`src/rtl/algo_hash_update_queue.sv`:
```
// algo_hash_update_queue
// Coalescing update FIFO that sits in front of the hash-table search/update top.
// Host requests are queued in order. A request whose key is already pending
// overwrites that entry in place rather than allocating a new one.
// Entries are issued one per cycle when the table is ready and not backpressuring.
module algo_hash_update_queue #(
  parameter int KYWIDTH = 32,
  parameter int DTWIDTH = 32,
  parameter int QDEPTH  = 8,
  parameter int BITQDEP = 3,
  parameter int CNTWDTH = 16
) (
  input  logic               clk,
  input  logic               rst,
  input  logic               tbl_ready,
  input  logic               in_update,
  input  logic [KYWIDTH-1:0] in_key,
  input  logic [DTWIDTH-1:0] in_din,
  input  logic               in_del,
  output logic               in_rdy,
  output logic               up_en,
  output logic [KYWIDTH-1:0] up_key,
  output logic [DTWIDTH-1:0] up_din,
  output logic               up_del,
  input  logic               up_bp,
  output logic [BITQDEP:0]   q_cnt,
  output logic [CNTWDTH-1:0] coal_cnt
);

  localparam logic [BITQDEP:0] QFULL = (BITQDEP+1)'(QDEPTH);

  // Queue storage. This is kept in registers because every entry is compared
  // against the incoming key in the same cycle.
  logic               valid_q [QDEPTH];
  logic [KYWIDTH-1:0] key_q   [QDEPTH];
  logic [DTWIDTH-1:0] din_q   [QDEPTH];
  logic               del_q   [QDEPTH];

  logic [BITQDEP-1:0] wr_ptr_q, rd_ptr_q;
  logic [BITQDEP:0]   cnt_q, cnt_d;
  logic               in_rdy_q;
  logic [CNTWDTH-1:0] coal_q;

  logic               up_en_q;
  logic [KYWIDTH-1:0] up_key_q;
  logic [DTWIDTH-1:0] up_din_q;
  logic               up_del_q;

  logic               accept, pop, hit, coalesce, push_new;
  logic [QDEPTH-1:0]  match_vec;
  logic [BITQDEP-1:0] match_idx;

  assign accept = in_update && in_rdy_q;
  assign pop    = (cnt_q != '0) && tbl_ready && !up_bp;

  // Per-entry key compare. A head that leaves this cycle must not absorb the
  // request; otherwise the new data would be lost.
  generate
    for (genvar gi = 0; gi < QDEPTH; gi++) begin : g_match
      assign match_vec[gi] = valid_q[gi] && (key_q[gi] == in_key) &&
                             !(pop && (rd_ptr_q == BITQDEP'(gi)));
    end
  endgenerate

  // Encode the single matching slot. At most one slot can match.
  always_comb begin
    match_idx = '0;
    for (int i = 0; i < QDEPTH; i++) begin
      if (match_vec[i]) match_idx = BITQDEP'(i);
    end
  end

  assign hit      = |match_vec;
  assign coalesce = accept && hit;
  assign push_new = accept && !hit;

  // Occupancy next state. Only non-coalesced pushes grow the queue.
  always_comb begin
    cnt_d = cnt_q;
    if (push_new && !pop)      cnt_d = cnt_q + 1'b1;
    else if (pop && !push_new) cnt_d = cnt_q - 1'b1;
  end

  // Entry storage: retire the head, append new entries, and merge coalesced data.
  always_ff @(posedge clk or negedge rst) begin
    if (!rst) begin
      for (int i = 0; i < QDEPTH; i++) begin
        valid_q[i] <= 1'b0;
        key_q[i]   <= '0;
        din_q[i]   <= '0;
        del_q[i]   <= 1'b0;
      end
    end else begin
      if (pop) valid_q[rd_ptr_q] <= 1'b0;
      if (push_new) begin
        valid_q[wr_ptr_q] <= 1'b1;
        key_q[wr_ptr_q]   <= in_key;
        din_q[wr_ptr_q]   <= in_din;
        del_q[wr_ptr_q]   <= in_del;
      end
      if (coalesce) begin
        din_q[match_idx] <= in_din;
        del_q[match_idx] <= in_del;
      end
    end
  end

  // Pointers, occupancy, ready flag and the saturating coalesce counter.
  always_ff @(posedge clk or negedge rst) begin
    if (!rst) begin
      wr_ptr_q <= '0;
      rd_ptr_q <= '0;
      cnt_q    <= '0;
      in_rdy_q <= 1'b0;
      coal_q   <= '0;
    end else begin
      if (push_new) wr_ptr_q <= wr_ptr_q + 1'b1;
      if (pop)      rd_ptr_q <= rd_ptr_q + 1'b1;
      cnt_q    <= cnt_d;
      in_rdy_q <= (cnt_d < QFULL);
      if (coalesce && (coal_q != '1)) coal_q <= coal_q + 1'b1;
    end
  end

  // Issue register: the popped head is presented to the table in the next cycle.
  always_ff @(posedge clk or negedge rst) begin
    if (!rst) begin
      up_en_q  <= 1'b0;
      up_key_q <= '0;
      up_din_q <= '0;
      up_del_q <= 1'b0;
    end else begin
      up_en_q <= pop;
      if (pop) begin
        up_key_q <= key_q[rd_ptr_q];
        up_din_q <= din_q[rd_ptr_q];
        up_del_q <= del_q[rd_ptr_q];
      end
    end
  end

  assign in_rdy   = in_rdy_q;
  assign up_en    = up_en_q;
  assign up_key   = up_key_q;
  assign up_din   = up_din_q;
  assign up_del   = up_del_q;
  assign q_cnt    = cnt_q;
  assign coal_cnt = coal_q;

endmodule

```
`config.mk`:
```
export PLATFORM = sky130hd
export DESIGN_NAME = algo_hash_update_queue
export DESIGN_NICKNAME = d
export VERILOG_FILES = /design/src/rtl/algo_hash_update_queue.sv
export SDC_FILE = /design/constraint.sdc
export NUM_CORES = 1
export LEC_CHECK = 0
export ABC_AREA = 1
export CELL_PAD_IN_SITES_DETAIL_PLACEMENT = 0
export CELL_PAD_IN_SITES_GLOBAL_PLACEMENT = 2
export CORE_MARGIN = 2
export CORE_UTILIZATION = 25
export CTS_CLUSTER_DIAMETER = 150
export CTS_CLUSTER_SIZE = 8
export DETAILED_ROUTE_END_ITERATION = 8
export GPL_ROUTABILITY_DRIVEN = 0
export PLACE_DENSITY_LB_ADDON = 0.1
export SLEW_MARGIN = 25
export SYNTH_ARGS = -nofsm -noshare
export SYNTH_HDL_FRONTEND = slang
export SYNTH_SLANG_ARGS = --single-unit
```
`constraint.sdc`:
```
create_clock -name clk -period 4.02 [get_ports clk]
set_clock_uncertainty 0.15 [all_clocks]
set_input_delay 0.804 -clock clk [delete_from_list [all_inputs] [get_ports clk]]
set_output_delay 0.804 -clock clk [all_outputs]
set_load 0.01 [all_outputs]
```
==> impl.org <==
** Synthesis
- Cell count after synthesis :: about 5,100
- The area fraction in compound gates after synthesis came to 0.1148.
- Leading cell types by total area after synthesis :: sky130_fd_sc_hd__dfrtp_1 43%, sky130_fd_sc_hd__nand2_1 18%, sky130_fd_sc_hd__inv_1 6.5%
- Of the synthesized area, sequential elements account for 0.4315.
- Post-synthesis register bit count :: between 600 and 700
- The number of nets handed over by synthesis was 5,197.
- In this run the mean area of a mapped cell was slightly above 7 um^2.
- Most area-hungry cell type in the Yosys netlist :: sky130_fd_sc_hd__dfrtp_1
- Yosys mapped a number of flops with a built-in enable equal to 0.
- Top cells by count, synth :: 1,692 x sky130_fd_sc_hd__nand2_1, 621 x sky130_fd_sc_hd__dfrtp_1, 619 x sky130_fd_sc_hd__inv_1
- Of the total synthesized cell area, the portion taken by full adders, half adders and majority gates is 0.004516.
- The most used flip-flop cell after synthesis is sky130_fd_sc_hd__dfrtp_1.
- Distinct cell type count of the synthesized netlist :: 44
- Of all flip-flops after synthesis, the portion carrying an async set or reset was 1.000.
- The synthesized netlist occupies a cell area of roughly 36,000 um^2.
- Yosys instantiated no cell more often than sky130_fd_sc_hd__nand2_1.
- Xor-xnor portion of the synthesized cell area :: 0.01410
- Portion of netlist area occupied by mux cells :: 0
- After synthesis, the largest family of logic cells by area is simple AND/OR/NAND/NOR gates.
- Of the total synthesized cell area, the portion taken by AND, OR, NAND and NOR gates is 0.3133.
- Number of warnings issued by yosys :: 0
- Of the post-synthesis cell area, the dominant cell type holds 0.4315.

** STA
- Slew Limit Fails :: 0
- Worst Slack Setup Final :: 0.2085 ns
- Derived from the worst setup path, the maximum achievable clock frequency is 262.4 MHz.
- The routed design could run at a clock period as short as 3.812 ns.
- Crit share post-route :: 0.9481
- In this run the tightest slew margin relative to its limit is 0.3634.
- Setup repair after global routing missed its margin :: false
- Hold timing on the final database bottoms out at a slack of 0.3401 ns.
- The total count of hold-check failures in the final report came to 0.
- For the pin with the worst max-slew slack, the measured transition is 0.9549 ns.
- Count of endpoints failing setup in the final report :: 0

** Die
- During I/O placement, the number of pins put on the boundary was 157.
- Horizontal die dimension :: about 380 um
- The floorplan step set the die height to ~380 um.
- The region available for standard cell placement spans 143,300 um^2.
- In this run the core area contains 139 standard-cell rows.
- The initial utilization of the core area, before any placement, comes to 0.2513.
- The floorplan step defined a die boundary enclosing 147,100 um^2.

** GRT
- Global-route wire length before repair :: 281,300 um
- Remaining global-route overflow :: 0
- Across every metal layer, demand over resource in global routing totals 0.2680.
- The number of global-route vias before repair is 36,231.
- The number of antenna violations at the first check in global routing was 8.
- Entering global routing, the biggest net connects 86 pins.

** Critical path
- Req. time, crit path :: 4.47 ns
- Cell Chain, Critical Path :: clkdlybuf4s50_1 -> inv_2 -> buf_4 -> nand2_1 -> nand2_1 -> nor2_1 -> nand2_1 -> nor2_1 -> and2_1 -> nand3_1 -> nand2_1 -> nor2_2 -> nand2_2 -> nor2_8 -> ha_1 -> nor2_1 -> a21oi_1 -> a21oi_1 -> xor2_1 -> inv_1
- CP max FO :: 9
- Slowest cell on the critical path :: sky130_fd_sc_hd__clkdlybuf4s50_1
- Longest individual stage delay on the worst path :: 0.69 ns
- Type of the setup path with the least slack :: input port to flop
- STA classifies the critical path endpoint as a flop.
- STA classifies the critical path startpoint as an input port.
- Critical path data arrival time :: approximately 4.3 ns
- Reg2reg path depth :: 19
- By instance count, the cell type seen most on the critical path is sky130_fd_sc_hd__nand2_1.

** Finish
- Number of nets in the finished design :: 5,624
- Summing all flip-flop and latch instances after layout gives 15,540 um^2.
- After filler insertion, the fill cell instance count of the layout stands at 15,769.
- Of the cells placed in the final design, the portion with a size suffix greater than 1 is 0.1243.
- Area Growth Syn to Fin :: 27.17%
- In the final layout, the multi-input gates occupy 16,170 um^2.

** Placed design
- Port buffering added 156 buffers.
- At the placement stage, the worst setup path has a slack of -0.4565 ns.
- Half-perimeter wire length of the detailed placement result :: 145,900 um

** Routing
- Using the TritonRoute via totals, the vias-per-cell ratio works out to approximately 5.
- Summing over every cut layer, the via total after detailed routing is approximately 36,000.
- Remaining design rule violation count :: 0
- The first routing iteration left 3,223 violations.
- After detailed routing, the average wire length per cell comes to approximately 27 um.
- The count of nets left with antenna violations once routing finished came out at 0.
- The first TritonRoute pass finished after 7 iterations.
- The routed design has 198,300 um of wire.

** Pwr
- Dividing total power by cell area gives a power density of 761.5 nW/um^2.
- Worst IR Drop VDD :: 0.4349 mV
- For this design the static power due to leakage is 22.49 nW.
- Total power for the finished layout comes to 34.88 mW.

** Clock tree
- TritonCTS built the clock tree.
- In this run the clock root is driven by a sky130_fd_sc_hd__clkbuf_16.
- The clock reaches the later pin of the worst-skew pair after just over 0.7 ns.
- Counting every sink on the clock net gives 621.
- CTS buffer count :: 88
- Clock-pin slew of the registers on the worst-case setup and hold paths :: 0.05 ns
- Number of buffers on the longest clock path :: 3
- Postcts setup bufs :: 0
- The H-tree was split into 3 levels.

** Outcome
- Result of the run :: completed

** Min path
- Worst hold path stage count :: 2
- Type of the worst min-delay path :: flop to flop

** Run
- Max-cap violations in this run came to 0.
## critical path: cells and delay by family
family	cells	cell delay, ns
simple gates	12	1.76
buf+inv	4	1.02
fa+ha+maj	1	0.24
compound gates	2	0.23
xor+xnor	1	0.19
## power breakdown
part | switching [mW] | total, mW | internal, mW
Sequential | 2.18 | 11.3 | 9.13
Combinational | 10.6 | 16.4 | 5.82
Clock | 3.09 | 7.13 | 4.04
Total | 15.9 | 34.9 | 19.0
## repair_timing
item                                   in CTS  in global routing
hold buffers                                1                  0
endpoints found under the hold margin      29                  0
resized for setup                           0                  0
## cells by family (layout without fill, tap and decap cells)
group	Yosys count	in the layout
and+or+nand+nor	2721	2721
buffers and inverters	987	1423
AOI/OAI and AO/OA	714	714
DFF	621	621
xor gates and xnor gates	58	58
adders and majority gates	13	13
other	0	2
## per-layer routing
layer | part of all wire | GRT usage
met3 | 0.043 | 0.03259
met1 | 0.44 | 0.3544
met4 | 0.042 | 0.1009
met5 | 0.00023 | 0
met2 | 0.47 | 0.4463
## final cells by class
cell class                 count  share of cell area
inverter                     661             0.05483
timing repair buffer         663              0.1477
clock buffer                  92             0.04956
sequential                   621              0.3394
tap                         1903             0.05199
antenna                        2           0.0001093
clock inverter                 7            0.003415
multi-input combinational   3506              0.3530
## state kept, by name, indices dropped and copies added (netlist names)
register and cells:
up_key 32, up_din 32, key_q 256, up_del 1, valid_q 8, up_en 1
wr_ptr_q 3, coal_cnt 16, q_cnt 4, in_rdy 1, rd_ptr_q 3, din_q 256
del_q 8
## metrics by stage
| step | setup TNS [ns] | util | area (um^2) | std cells |
|---|---|---|---|---|
| finish | 0 | 0.3196 | 45800 | 7455 |
| global route | 0 | 0.3196 | 45800 | 7454 |
| CTS | 0 | 0.3195 | 45790 | 7453 |
| detailed placement | -134.90 | 0.3025 | 43360 | 7353 |
| global placement | -131.16 | 0.3025 | 43350 | 7353 |
| floorplan | 0 | - | 36020 | 5114 |
## cells in the final DEF (no fill, tap or decap), types with 8 or more instances in the layout
cell type and count:
sky130_fd_sc_hd__xnor2_1 40, sky130_fd_sc_hd__inv_2 32, sky130_fd_sc_hd__nor2_1 368, sky130_fd_sc_hd__ha_1 13, sky130_fd_sc_hd__buf_12 111, sky130_fd_sc_hd__a211oi_1 8
sky130_fd_sc_hd__inv_4 10, sky130_fd_sc_hd__nand2_2 14, sky130_fd_sc_hd__inv_1 616, sky130_fd_sc_hd__nor3_1 124, sky130_fd_sc_hd__buf_4 395, sky130_fd_sc_hd__xor2_1 18
sky130_fd_sc_hd__o22ai_1 160, sky130_fd_sc_hd__nand3b_1 13, sky130_fd_sc_hd__o21ai_1 167, sky130_fd_sc_hd__nand3_1 409, sky130_fd_sc_hd__o211ai_1 8, sky130_fd_sc_hd__nand4_1 70
sky130_fd_sc_hd__nand2_1 1686, sky130_fd_sc_hd__dfrtp_1 620, sky130_fd_sc_hd__a21oi_1 8, sky130_fd_sc_hd__o21ai_0 274, sky130_fd_sc_hd__clkdlybuf4s50_1 155, sky130_fd_sc_hd__clkbuf_16 90
sky130_fd_sc_hd__a2111oi_0 72
## worst paths after layout
check / from / endpoint / slack, ns
max: in_key[3] / q_cnt[3]$_DFF_PN0_ / 0.21
min: key_q[131]$_DFFE_PN0P_ / key_q[131]$_DFFE_PN0P_ / 0.34
max reg2reg: rd_ptr_q[0]$_DFFE_PN0P_ / key_q[53]$_DFFE_PN0P_ / 0.24
min reg2reg: key_q[131]$_DFFE_PN0P_ / key_q[131]$_DFFE_PN0P_ / 0.34
max in group asynchronous: rst / key_q[30]$_DFFE_PN0P_ / 2.15
min in group asynchronous: rst / key_q[107]$_DFFE_PN0P_ / 0.54
No activity file was read; power rests on OpenSTA's default activity.
